<file path="src/rtl/vic20_pkg.sv">
// Shared timing constants and access types for the VIC-20 RAM arbiter.
package vic20_pkg;

    localparam int DIV        = 25;
    localparam int LD_SLOT    = 23;
    localparam int RD_LATENCY = 2;

    typedef enum logic [1:0] {
        G_NONE,
        G_CPU,
        G_VID,
        G_LD
    } grant_t;

    typedef struct packed {
        grant_t gnt;
        logic   we;
    } access_t;

endpackage

</file>
<file path="src/rtl/ram_slot_timer.sv">
// Slot counter for the shared RAM and the CPU halt handshake, which only
// changes state on a CPU-cycle boundary.
module ram_slot_timer #(
    parameter int DIV    = vic20_pkg::DIV,
    parameter int SLOT_W = $clog2(DIV)
) (
    input  logic              clk,
    input  logic              reset,
    input  logic              ld_halt,
    output logic [SLOT_W-1:0] slot,
    output logic              cpu_clken,
    output logic              cpu_halted
);

    localparam logic [SLOT_W-1:0] LAST_SLOT = SLOT_W'(DIV - 1);

    logic last_slot;

    assign last_slot = (slot == LAST_SLOT);

    // A running CPU always finishes its cycle; a halted one resumes as soon
    // as the loader lets go at a boundary.
    assign cpu_clken = last_slot && !(cpu_halted && ld_halt);

    // NOTE: state registers use non-blocking assignments so every flop
    // samples pre-edge values regardless of statement order.
    always_ff @(posedge clk or posedge reset) begin
        if (reset) begin
            slot       <= '0;
            cpu_halted <= 1'b0;
        end else begin
            slot <= last_slot ? '0 : slot + 1'b1;
            if (last_slot) begin
                cpu_halted <= ld_halt;
            end
        end
    end

endmodule

</file>
<file path="src/rtl/ram_arbiter.sv">
// Time-slotted arbiter sharing one single-port RAM between the CPU, the
// video fetcher and the SPI loader.
module ram_arbiter #(
    parameter int DIV     = vic20_pkg::DIV,
    parameter int LD_SLOT = vic20_pkg::LD_SLOT
) (
    input  logic        clk,
    input  logic        reset,
    output logic        cpu_clken,
    input  logic [15:0] cpu_addr,
    input  logic        cpu_we,
    input  logic [7:0]  cpu_wdata,
    output logic [7:0]  cpu_rdata,
    output logic        cpu_halted,
    input  logic        vid_req,
    input  logic [15:0] vid_addr,
    output logic        vid_ack,
    output logic        vid_valid,
    output logic [7:0]  vid_rdata,
    input  logic        ld_req,
    input  logic        ld_we,
    input  logic [15:0] ld_addr,
    input  logic [7:0]  ld_wdata,
    input  logic        ld_halt,
    output logic        ld_ack,
    output logic        ld_valid,
    output logic [7:0]  ld_rdata,
    output logic [15:0] ram_addr,
    output logic        ram_we,
    output logic [7:0]  ram_wdata,
    input  logic [7:0]  ram_rdata
);

    import vic20_pkg::*;

    localparam int SLOT_W = $clog2(DIV);

    logic [SLOT_W-1:0] slot;
    grant_t            gnt;
    logic              issue_we;
    access_t           pipe_q [RD_LATENCY];
    access_t           done;

    ram_slot_timer #(
        .DIV    (DIV),
        .SLOT_W (SLOT_W)
    ) u_timer (
        .clk        (clk),
        .reset      (reset),
        .ld_halt    (ld_halt),
        .slot       (slot),
        .cpu_clken  (cpu_clken),
        .cpu_halted (cpu_halted)
    );

    // NOTE: gnt gets its default before any branch so no path leaves it
    // unassigned and no latch is inferred.
    always_comb begin
        gnt = G_NONE;
        if (slot == '0 && !cpu_halted) begin
            gnt = G_CPU;
        end else if (ld_req && slot == SLOT_W'(LD_SLOT)) begin
            gnt = G_LD;
        end else if (vid_req) begin
            gnt = G_VID;
        end else if (ld_req) begin
            gnt = G_LD;
        end
    end

    assign vid_ack  = (gnt == G_VID);
    assign ld_ack   = (gnt == G_LD);
    assign issue_we = (gnt == G_CPU) ? cpu_we : (gnt == G_LD) ? ld_we : 1'b0;

    always_ff @(posedge clk or posedge reset) begin
        if (reset) begin
            ram_addr  <= '0;
            ram_we    <= 1'b0;
            ram_wdata <= '0;
            cpu_rdata <= '0;
            for (int i = 0; i < RD_LATENCY; i++) begin
                pipe_q[i] <= '0;
            end
        end else begin
            ram_we <= issue_we;
            case (gnt)
                G_CPU: begin
                    ram_addr  <= cpu_addr;
                    ram_wdata <= cpu_wdata;
                end
                G_VID: ram_addr <= vid_addr;
                G_LD: begin
                    ram_addr  <= ld_addr;
                    ram_wdata <= ld_wdata;
                end
                default: ;
            endcase
            pipe_q[0] <= '{gnt: gnt, we: issue_we};
            for (int i = 1; i < RD_LATENCY; i++) begin
                pipe_q[i] <= pipe_q[i-1];
            end
            if (done.gnt == G_CPU && !done.we) begin
                cpu_rdata <= ram_rdata;
            end
        end
    end

    assign done = pipe_q[RD_LATENCY-1];

    // Read data is presented straight from the RAM in its valid cycle and
    // forced to zero otherwise, so the fixed two-clock latency holds.
    assign vid_valid = (done.gnt == G_VID);
    assign ld_valid  = (done.gnt == G_LD) && !done.we;
    assign vid_rdata = vid_valid ? ram_rdata : '0;
    assign ld_rdata  = ld_valid ? ram_rdata : '0;

endmodule

</file>
<file path="config.mk">
export PLATFORM = sky130hd
export DESIGN_NAME = ram_arbiter
export DESIGN_NICKNAME = d
export VERILOG_FILES = /design/src/rtl/vic20_pkg.sv /design/src/rtl/ram_slot_timer.sv /design/src/rtl/ram_arbiter.sv
export SDC_FILE = /design/constraint.sdc
export NUM_CORES = 1
export LEC_CHECK = 0
export BUFFER_PORTS_ARGS = -buffer_cell sky130_fd_sc_hd__buf_2
export CAP_MARGIN = 20
export CORE_MARGIN = 1
export CORE_UTILIZATION = 35
export CTS_BUF_LIST = sky130_fd_sc_hd__clkbuf_8
export DETAILED_ROUTE_END_ITERATION = 12
export PLACE_DENSITY = 0.76
export SYNTH_ARGS = -nofsm -noshare
export SYNTH_HDL_FRONTEND = slang
export SYNTH_SLANG_ARGS = --single-unit
</file>
<file path="constraint.sdc">
create_clock -name clk -period 3.5 [get_ports clk]
set_input_delay 0.175 -clock clk [delete_from_list [all_inputs] [get_ports clk]]
set_output_delay 0.175 -clock clk [all_outputs]
set_load 0.1 [all_outputs]
</file>
Word level (Yosys, flattened, before mapping)
Index checks and enable logic that the tools add are counted.

word-level totals
  logic and storage cells = 41
  input bits = 79
  bits in registers = 44
  output and inout bits = 55

operators by class
  reduce and logical (&&, ||, !) cells = 12
  $add $sub $neg = 1
  multiplexer cells = 11
  equal/unequal tests = 8

operators with widths
  operator                                              count
  case mux 16 bit (3 select lines)                      1
  two-way mux 8 bit                                     2
  case mux 8 bit (2 select lines)                       1
  equality test 5 bit (second input constant)           2
  equality test 2 bit (second input constant)           4
  two-way mux 2 bit                                     4
  logical AND 1 bit                                     6
  adder 5 x 1 -> 5 bit (second input constant)          1
  zero test 5 bit                                       1
  two-way mux 5 bit                                     1
  equality test 2 x 1 -> 1 bit (second input constant)  2
  zero test 1 bit                                       3
  nonzero test 3 bit                                    1
  two-way mux 1 bit                                     2
  nonzero test 2 bit                                    1

Logic depth before layout (Yosys ltp)
Gate-level depths: netlist (run 1).

  word-level depth = 7
  depth in mapped cells = 8
  gate-level depth less buffers = 6

Hierarchy
Synthesis (run 1) repeated with hierarchy kept, for this count alone.

unflattened totals
  cell total of the unflattened synthesis = 253
  area total of the unflattened synthesis = 2618.8 µm²

modules (own cells, without submodules)
  module          area an instance (µm²)  instances  cells each  sequential area each (µm²)
  ram_arbiter     2317.2                  1          224         950.9
  ram_slot_timer  301.5                   1          29          150.1

Worst setup path before layout (run 1)
Ideal clock, no wire load.

  path type = register to output
  start point = register u_timer.cpu_halted
  end point = output cpu_clken
  slack = 189 ps
  required time = 3325 ps
  buffers on the path = 0
  cell stages (with the launch flop) = 2
  arrival time = 3136 ps
  cells stage by stage = dfrtp_1 a211oi_1

between the ends
  word-level cells in the longest chain between the ends = 3

RTL lines
  item                    RTL line              RTL
  start, declared         ram_slot_timer.sv:12  output logic cpu_halted
  start signal, assigned  ram_slot_timer.sv:34  cpu_halted <= ld_halt;
  logical AND 1 bit       ram_slot_timer.sv:23  assign cpu_clken = last_slot && !(cpu_halted && ld_halt);
  zero test 1 bit         ram_slot_timer.sv:23
  logical AND 1 bit       ram_slot_timer.sv:23
  end, declared           ram_arbiter.sv:9      output logic cpu_clken,

Every way passes these cells.

Final worst setup path (run 1)
  start point = register u_timer.slot[0]
  end point = output vid_ack

between the ends
  word-level cells in the longest chain between the ends = 5
  elaborated cells between the ends (all ways) = 7
  those cells by class = eq/ne: 2; mux: 2; reduce/logical: 3

RTL lines
  item                     RTL line              RTL
  start, declared          ram_slot_timer.sv:10  output logic [SLOT_W-1:0] slot,
  start signal, assigned   ram_slot_timer.sv:32  slot <= last_slot ? '0 : slot + 1'b1;
  equality test 5 bit      ram_arbiter.sv:62     end else if (ld_req && slot == SLOT_W'(LD_SLOT)) begin
  logical AND 1 bit        ram_arbiter.sv:62
  two-way mux 2 bit        ram_arbiter.sv:62
  two-way mux 2 bit (*)    ram_arbiter.sv:60     if (slot == '0 && !cpu_halted) begin
  equality test 2 bit (*)  ram_arbiter.sv:71     assign vid_ack = (gnt == G_VID);
  end, declared            ram_arbiter.sv:17     output logic vid_ack,

Mark *: on every way between the ends. The rest lies on a longest branch, timed or not.

==> impl_metrics.py, run 1 <==
metrics = {
    "sta": {
        "fmax_mhz": 382.7,
        "min_period_ns": 2.613,
        "tightest_slew_ns": 0.9239,
        "setup-tns-final_ns": 0,
        "fin_skew_ns": 0.003814,
        "setup_viol": 0,
        "hold_viol": 0,
        "fin_crit_sh": 0.7466,
        "finalMaxSlewViolations": 0,
        "maxSlewHeadroom": 0.3832,
        "rsz0062_at_grt": "no",
    },
    "drt": {
        "antenna_left": 0,
        "post-route-drc-count": 0,
        "wl_um": 5604,
        "drt-vias-per-instance": 4.886,
        "firstDrtPassIters": 4,
        "detail_route.iter0.violations": 39,
        "wl_per_cell_um": 13.60,
        "vias": 2013,
    },
    "power_and_ir_drop": {
        "irDropWorstVdd_mv": 0.3377,
        "p_leak_nw": 1.526,
        "power_density_nw_per_um2": 554.9,
    },
    "clock_tree": {
        "clock-root-buffer": "clkbuf_8",
        "cts_setup_buffers": 0,
        "postCtsHoldBufs": 0,
        "cts_buffers": 5,
        "cts_tree": "built",
        "clock-sinks": 44,
        "clk_latency_ns": 0.29,
        "clk_pin_slew_ns": 0.08,
        "htree_levels": 2,
        "cts_resized": 0,
        "max-clock-path-buffers": 2,
    },
    "place": {
        "place_hpwl_um": 4184,
        "place_congestion": 0.7257,
        "port_buffers": 133,
        "place_area_um2": 2838,
    },
    "global_route": {
        "grt_max_degree": 45,
        "grt_pass1_wl_um": 8618,
        "grt_usage": 0.1730,
        "grt_pass1_vias": 1841,
        "antenna_found_initial": 0,
        "grt-ovfl-total": 0,
    },
    "logic_synthesis": {
        "synth_area_leader_cell": "dfrtp_1",
        "synth_warnings": 0,
        "synth_top_area_frac": 0.5072,
        "synth_edf_count": 0,
        "synth_cells": 207,
        "synth_flop_cell": "dfrtp_1",
        "synth-seq-cells": 44,
        "yosysUniqueCellTypes": 33,
        "netlist_area_um2": 2171,
        "synthTopCellsByArea": "dfrtp_1, o221ai_1, mux2i_1, nor2_1, mux2_2",
        "yosysSeqAreaShare": 0.5072,
        "syn_nets": 288,
        "async_flop_share": 1.000,
        "syn_avg_cell_area_um2": 10.49,
    },
    "setup_path": {
        "crit_required_ns": 3.32,
        "crit_type": "reg2out",
        "worst-path-max-fanout": 17,
        "endpoint_kind": "output pin",
        "reg2regPathDepth": 6,
        "r2r_start": "u_timer.slot[0]",
        "r2r-end": "ram_addr[1]",
        "arrival_ns": 2.44,
        "startpoint": "u_timer.slot[0]",
        "r2r_slack_ns": 1.25,
        "start_kind": "flop",
    },
    "final_layout": {
        "diodes": 0,
        "fill_cells": 595,
        "final_common_cell": "buf_2",
        "final_cell_mix": "buf_2, dfrtp_1, nor2_1, nand2_1, and2_1",
        "drive_above_1_share": 0.4718,
        "layout.nets": 417,
        "design_area_um2": 2930,
        "area.growth.synth_to_final_pct": 34.99,
    },
    "floorplan": {
        "core-area_um2": 5956,
        "rows": 28,
        "start_util": 0.3645,
        "fp.dieH_um": 80.76,
        "die_area_um2": 6521,
        "io_pins": 134,
        "die_x_um": 80.76,
    },
    "status": {
        "status": "complete, no violations",
    },
    "worst_hold_path": {
        "hold_class": "in2async",
    },
    "job": {
        "maxCapViolations": 0,
    },
}
-- cell type report --
| cell class | count | area (µm²) | area share |
|---|---|---|---|
| repair buffers | 135 | 680.7 | 0.2323 |
| inverters | 5 | 18.77 | 0.006405 |
| multi-input cells | 145 | 943.4 | 0.3219 |
| clock buffers | 6 | 82.58 | 0.02818 |
| well taps | 75 | 93.84 | 0.03202 |
| flip-flops and latches | 44 | 1101 | 0.3757 |
| clock inverters | 2 | 10.01 | 0.003416 |
-- synthesized netlist by cell type (5+ instances only) --
cell type / n
a21oi_1: 9
nor2_1: 29
and2_1: 16
nand2_1: 20
dfrtp_1: 44
mux2i_1: 11
o21ai_0: 7
mux2_2: 9
buf_6: 5
inv_1: 5
o21ai_1: 9
o221ai_1: 14
-- per-layer routing --
metal | up-vias | track usage | part of all wire
met5 | - | 0 | 0
met4 | 0 | 0.03036 | 0.0014
met3 | 2 | 0.05506 | 0.095
met2 | 97 | 0.3169 | 0.50
met1 | 932 | 0.1986 | 0.40
li1 | 982 | - | -
-- registers in the layout (all words and copies together) (netlist names) --
| signal | cells |
|---|---|
| ram_wdata | 8 |
| u_timer.cpu_halted | 1 |
| pipe_q | 3 |
| u_timer.slot | 5 |
| done | 3 |
| cpu_rdata | 8 |
| ram_addr | 16 |
-- worst max-delay path, stage by stage (launching register included) --
cell	delay, ns
dfrtp_1	0.41
ha_1	0.27
nand4b_2	0.14
a21o_1	0.63
and3_1	0.26
buf_2	0.42
-- power breakdown --
group / leakage [nW] / total (mW) / switching, mW / internal (mW)
logic: 0.964 / 0.708 / 0.584 / 0.124
clock network: 0.0510 / 0.327 / 0.169 / 0.158
registers: 0.510 / 0.591 / 0.0282 / 0.563
total: 1.53 / 1.63 / 0.782 / 0.844
-- through the flow --
step | power, mW | hold WS (ns) | setup slack, ns | util | cells
2_1_floorplan | 1.178 | 0.2918 | 0.1894 | - | 207
3_3_place_gp | 1.308 | 0.3316 | 1.233 | 0.4765 | 404
3_5_place_dp | 1.315 | 0.3355 | 1.199 | 0.4765 | 404
4_1_cts | 1.645 | 0.08118 | 0.8662 | 0.4920 | 412
5_1_grt | 1.697 | 0.08024 | 0.7291 | 0.4920 | 412
6_report | 1.626 | 0.08670 | 0.8868 | 0.4920 | 412
-- cell families (layout without fill, tap and decap cells) --
| family | Yosys count | after routing | synth area share |
|---|---|---|---|
| AND/OR/NAND/NOR | 76 | 76 | 0.1816 |
| buffers and inverters | 18 | 148 | 0.05821 |
| AO/OA/AOI/OAI | 45 | 45 | 0.1360 |
| multiplexers | 20 | 20 | 0.09741 |
| XOR/XNOR | 2 | 2 | 0.008071 |
| flip-flops | 44 | 44 | 0.5072 |
| adder cells (fa/ha/maj) | 2 | 2 | 0.01153 |
-- how the worst max path moves through the flow --
stage,end,slack (ns),cells after the start
6_report,vid_ack,0.89,5
3_3_place_gp,vid_ack,1.23,5
2_1_floorplan,cpu_clken,0.19,1
3_5_place_dp,vid_ack,1.20,5
4_1_cts,vid_ack,0.87,5
5_1_grt,vid_ack,0.73,5
Power figures use the tool's default switching activity.
==> inputs of run 2 (changes only) <==
ABC_AREA = 1   (was unset)
PLACE_DENSITY = 0.78   (was 0.76)
clock period = 2.1 ns   (was 3.5 ns; I/O delays follow)
==> impl_metrics.py, run 2 <==
metrics = {
    "global_route": {
        "grt_usage": 0.1899,
        "grt_pass1_wl_um": 10830,
        "grt_pass1_vias": 2478,
        "antenna_found_initial": 0,
        "grt_max_degree": 45,
        "grt-ovfl-total": 0,
    },
    "drt": {
        "vias": 2520,
        "detail_route.iter0.violations": 124,
        "wl_per_cell_um": 11.85,
        "wl_um": 6436,
        "post-route-drc-count": 26,
        "drt-vias-per-instance": 4.641,
        "antenna_left": 0,
        "firstDrtPassIters": 8,
    },
    "sta": {
        "setup_viol": 0,
        "setup-tns-final_ns": 0,
        "tightest_slew_ns": 0.9403,
        "min_period_ns": 1.932,
        "fin_skew_ns": 0.009503,
        "hold_viol": 0,
        "fin_crit_sh": 0.9199,
        "fmax_mhz": 517.7,
        "setup_slack_ns": 0.1683,
        "finalMaxSlewViolations": 0,
        "rsz0062_at_grt": "no",
        "maxSlewHeadroom": 0.3723,
    },
    "logic_synthesis": {
        "syn_nets": 409,
        "async_flop_share": 1.000,
        "synthTopCellsByArea": "dfrtp_1, nand3_1, nand2_1, nor2_1, inv_1",
        "synth_area_leader_cell": "dfrtp_1",
        "netlist_top_cells_count": "nand2_1, nor2_1, nand3_1, inv_1, dfrtp_1",
        "synth_warnings": 0,
        "synth_edf_count": 0,
        "netlist_area_um2": 2352,
        "synth-seq-cells": 44,
        "synth_flop_cell": "dfrtp_1",
        "syn_avg_cell_area_um2": 7.172,
        "synth_top_area_frac": 0.4681,
        "synth_cells": 328,
        "yosysUniqueCellTypes": 17,
        "yosysSeqAreaShare": 0.4681,
        "yosysMostFrequentCell": "nand2_1",
    },
    "place": {
        "port_buffers": 133,
        "place_hpwl_um": 5040,
        "place_congestion": 0.7929,
        "place_area_um2": 3262,
        "dp_slack_ns": 0.2299,
    },
    "final_layout": {
        "max_flop_register": "ram_addr",
        "design_area_um2": 3391,
        "diodes": 0,
        "area.growth.synth_to_final_pct": 44.15,
        "final_cell_mix": "buf_2, nand2_1, nand3_1, inv_1",
        "largest_reg_flops": 16,
        "reg.largest.list": "ram_addr: 16 flops, cpu_rdata: 8 flops, ram_wdata: 8 flops",
        "fill_cells": 625,
        "drive_above_1_share": 0.4077,
        "finish.utilization": 0.5280,
        "layout.nets": 546,
        "final_common_cell": "buf_2",
    },
    "clock_tree": {
        "cts_buffers": 5,
        "cts_setup_buffers": 0,
        "htree_levels": 2,
        "clk_latency_ns": 0.30,
        "clock-root-buffer": "clkbuf_8",
        "max-clock-path-buffers": 2,
        "clock-sinks": 44,
        "cts_tree": "built",
        "clk_pin_slew_ns": 0.09,
        "postCtsHoldBufs": 0,
    },
    "floorplan": {
        "io_pins": 134,
        "rows": 29,
        "die_area_um2": 7053,
        "start_util": 0.3663,
        "core-area_um2": 6422,
        "fp.dieH_um": 83.98,
        "die_x_um": 83.98,
    },
    "setup_path": {
        "crit_type": "reg2out",
        "endpoint_kind": "output pin",
        "arrival_ns": 1.83,
        "start_kind": "flop",
        "crit_required_ns": 2.00,
        "reg2regPathDepth": 10,
        "worst-path-max-fanout": 9,
    },
    "status": {
        "status": "finished, violations left",
        "violations": "design-rule violations",
    },
    "power_and_ir_drop": {
        "irDropWorstVdd_mv": 0.3170,
        "power_density_nw_per_um2": 873.8,
        "p_leak_nw": 1.955,
    },
    "job": {
        "maxCapViolations": 0,
    },
    "worst_hold_path": {
        "hold_class": "in2async",
    },
}
==> run 2: cell types whose count changed after synthesis, moves of 4 or more <==
cell and delta:
o21ai_1 -4, buf_2 +5, and2_1 -16, or2_2 +9, a21oi_1 -5, o221ai_1 -14
buf_6 -5, nand2_1 +45, nand3_1 +48, o21ai_0 +12, nor2_1 +32, inv_1 +43
mux2i_1 -11, mux2_2 -9
==> run 2: path summary, 6_finish.rpt <==
check | startpoint | end | slack [ns]
setup / recovery | u_timer.slot[0] | ld_ack | 0.17
hold / removal | reset | ram_wdata[6] | 0.007
setup reg to reg | u_timer.slot[0] | ram_wdata[0] | 0.25
hold reg to reg | pipe_q[5] | done[2] | 0.36
max in group asynchronous | reset | u_timer.cpu_halted | 1.46
min in group clk | ld_we | pipe_q[3] | 0.02
==> run 2: report_power, final <==
part	internal [mW]	total (mW)	switching, mW
registers	0.940	0.986	0.0457
logic	0.227	1.30	1.07
clock network	0.359	0.676	0.317
total	1.53	2.96	1.44
==> run 2: stage by stage <==
step                hold slack, ns  power (mW)  instances
floorplan                   0.2217       2.053        328
global placement            0.3200       2.293        535
detailed placement          0.3277       2.308        535
CTS                       0.005619       2.985        543
global route               0.03317       3.095        543
finish                    0.007062       2.963        543
==> run 2: cell families after synthesis <==
group | count (synthesis) | share of synthesized area
AO/OA/AOI/OAI | 28 | 0.05957
buffers and inverters | 63 | 0.1106
flip-flops | 44 | 0.4681
AND/OR/NAND/NOR | 191 | 0.3511
adder cells (fa/ha/maj) | 2 | 0.01064
==> run 2: worst max-delay path: stages, from the launching register on <==
cell and delay (ns):
dfrtp_1 0.42, inv_1 0.07, ha_1 0.16, inv_1 0.04, nor2_1 0.13, nand3_2 0.20
nand2_1 0.14, inv_2 0.08, clkbuf_4 0.28
==> run 2: final cells by class <==
| type | instances | area [µm²] | area share |
|---|---|---|---|
| Sequential cell | 44 | 1102 | 0.3251 |
| Timing Repair Buffer | 142 | 744.5 | 0.2196 |
| Inverter | 51 | 193.9 | 0.05720 |
| Multi-Input combinational cell | 221 | 1139 | 0.3358 |
| Clock buffer | 5 | 68.82 | 0.02030 |
| Clock inverter | 3 | 46.29 | 0.01365 |
| Tap cell | 77 | 96.34 | 0.02841 |
==> run 2: what timing repair did <==
action	4_1_cts	5_1_grt
setup endpoints to repair	1	3
resized for setup	1	5
gates cloned	0	0
hold endpoints to repair	0	0
==> run 2: metal layers <==
metal,GRT usage,wire [µm],vias up
met5,0,0,-
met2,0.3495,3262,95
met4,0.06426,90,0
met1,0.2063,2586,1129
li1,-,-,1286
met3,0.05638,496,10
==> inputs of run 3 (changes only) <==
CTS_BUF_LIST = sky130_fd_sc_hd__clkbuf_16   (was sky130_fd_sc_hd__clkbuf_8)
==> impl_metrics.py, run 3 (synthesis gave the netlist of run 2 again) <==
metrics = {
    "sta": {
        "fin_crit_sh": 0.9350,
        "setup_slack_ns": 0.1365,
        "setup_viol": 0,
        "whs_ns": 0.02617,
        "tightest_slew_ns": 0.9198,
        "fin_skew_ns": 0.005595,
        "min_period_ns": 1.963,
        "finalMaxSlewViolations": 0,
        "rsz0062_at_grt": "no",
        "maxSlewHeadroom": 0.3859,
        "hold_viol": 0,
        "fmax_mhz": 509.3,
    },
    "final_layout": {
        "layout.nets": 546,
        "finish.utilization": 0.5357,
        "fill_cells": 615,
        "largest_reg_flops": 16,
        "reg.largest.list": "ram_addr: 16 flops, cpu_rdata: 8 flops, ram_wdata: 8 flops",
        "max_flop_register": "ram_addr",
        "diodes": 0,
        "final_cell_mix": "buf_2, nand2_1, nand3_1, inv_1",
        "drive_above_1_share": 0.4077,
        "area.growth.synth_to_final_pct": 46.28,
        "final_common_cell": "buf_2",
        "multi_input_comb_area_um2": 1139,
        "seq_area_um2": 1102,
    },
    "setup_path": {
        "start_kind": "flop",
        "arrival_ns": 1.86,
        "cp.depth": 8,
        "r2r_slack_ns": 0.27,
        "reg2regPathDepth": 10,
        "worstPathCellList": "ha_1 -> nand2_1 -> inv_2 -> nand3_2 -> nand2_2 -> nand2_1 -> inv_2 -> buf_2",
        "r2r_start": "u_timer.slot[0]",
        "crit_type": "reg2out",
        "cp-endpoint": "ld_ack",
        "worst-path-max-fanout": 7,
        "cp.buffers_inverters": 3,
        "r2r-end": "ram_wdata[0]",
        "endpoint_kind": "output pin",
        "crit_required_ns": 2.00,
        "slowest_delay_ns": 0.44,
        "crit_family": "buffers and inverters",
        "crit_slowest_cell": "buf_2",
        "startpoint": "u_timer.slot[0]",
    },
    "drt": {
        "vias": 2516,
        "detail_route.iter0.violations": 154,
        "drt-vias-per-instance": 4.634,
        "wl_per_cell_um": 11.88,
        "firstDrtPassIters": 9,
        "wl_um": 6453,
        "post-route-drc-count": 26,
        "antenna_left": 0,
    },
    "floorplan": {
        "die_x_um": 83.98,
        "start_util": 0.3663,
        "fp.dieH_um": 83.98,
        "die_area_um2": 7053,
        "rows": 29,
        "core-area_um2": 6422,
        "io_pins": 134,
    },
    "global_route": {
        "grt_util_met3": 0.05539,
        "grt_usage": 0.1904,
        "grt-ovfl-total": 0,
        "grt_max_degree": 45,
        "antenna_found_initial": 0,
        "met2_usage": 0.3532,
        "use_met1": 0.2102,
        "grt_pass1_vias": 2468,
        "grt_pass1_wl_um": 10870,
        "busiest_layer": "met2",
    },
    "power_and_ir_drop": {
        "power_density_nw_per_um2": 924.7,
        "p_total_mw": 3.182,
        "irDropWorstVdd_mv": 0.3818,
        "p_leak_nw": 1.979,
    },
    "place": {
        "dp_slack_ns": 0.2299,
        "port_buffers": 133,
        "place_hpwl_um": 5040,
        "place_congestion": 0.7929,
    },
    "clock_tree": {
        "max-clock-path-buffers": 2,
        "htree_levels": 2,
        "clock-sinks": 44,
        "postCtsHoldBufs": 0,
        "clock-root-buffer": "clkbuf_16",
        "cts_setup_buffers": 0,
        "clk_pin_slew_ns": 0.06,
        "clk_latency_ns": 0.28,
        "cts_buffers": 5,
        "cts_tree": "built",
    },
    "job": {
        "maxCapViolations": 0,
    },
    "status": {
        "violations": "design-rule violations",
        "status": "finished, violations left",
    },
    "worst_hold_path": {
        "hold_class": "in2async",
    },
}
run 3: cell type report:
| cell class | count | share of cell area |
|---|---|---|
| Clock buffer | 5 | 0.03636 |
| Inverter | 51 | 0.05636 |
| Tap cell | 77 | 0.02800 |
| Clock inverter | 3 | 0.01345 |
| Timing Repair Buffer | 142 | 0.2145 |
| Sequential cell | 44 | 0.3204 |
| Multi-Input combinational cell | 221 | 0.3309 |
run 3: routing by layer:
metal  part of all wire  routed length (µm)  vias to the layer above
li1                   -                   -                     1288
met1               0.40                2581                     1122
met2               0.51                3318                       98
met3              0.074                 475                        8
met4              0.012                  77                        0
met5                  0                   0                        -
run 3: what timing repair did:
action | CTS | global route
hold endpoints to repair | 0 | 0
resized for setup | 1 | 3
endpoints found under the setup margin | 1 | 2
run 3: how the worst min path moves through the flow:
stage | from | endpoint | cells after the start
after floorplan | ld_halt | u_timer.cpu_halted | 2
after global placement | ld_we | pipe_q[3] | 3
after detailed placement | ld_we | pipe_q[3] | 3
after CTS | ld_we | pipe_q[3] | 3
after global routing | ld_halt | u_timer.cpu_halted | 3
final | reset | cpu_rdata[0] | 2
run 3: per-stage QoR:
step	cells	TNS (ns)	area [µm²]
after floorplan	328	-1.209	2501
after global placement	535	0	3262
after detailed placement	535	0	3262
after CTS	543	0	3436
after global routing	543	0	3441
final	543	0	3441
run 3: worst reg2reg max path, cell delays in order (launching register included):
cell     delay [ns]
dfrtp_1        0.41
inv_1          0.07
ha_1           0.16
inv_1          0.04
nor2_1         0.12
nand3_2        0.20
nand3_2        0.23
buf_4          0.23
inv_1          0.12
nand2_1        0.08
o21ai_1        0.06
run 3: power breakdown:
group	switching [mW]	total [mW]	internal (mW)
combinational	1.07	1.30	0.226
clock	0.329	0.894	0.565
sequential	0.0461	0.988	0.942
total	1.45	3.18	1.73
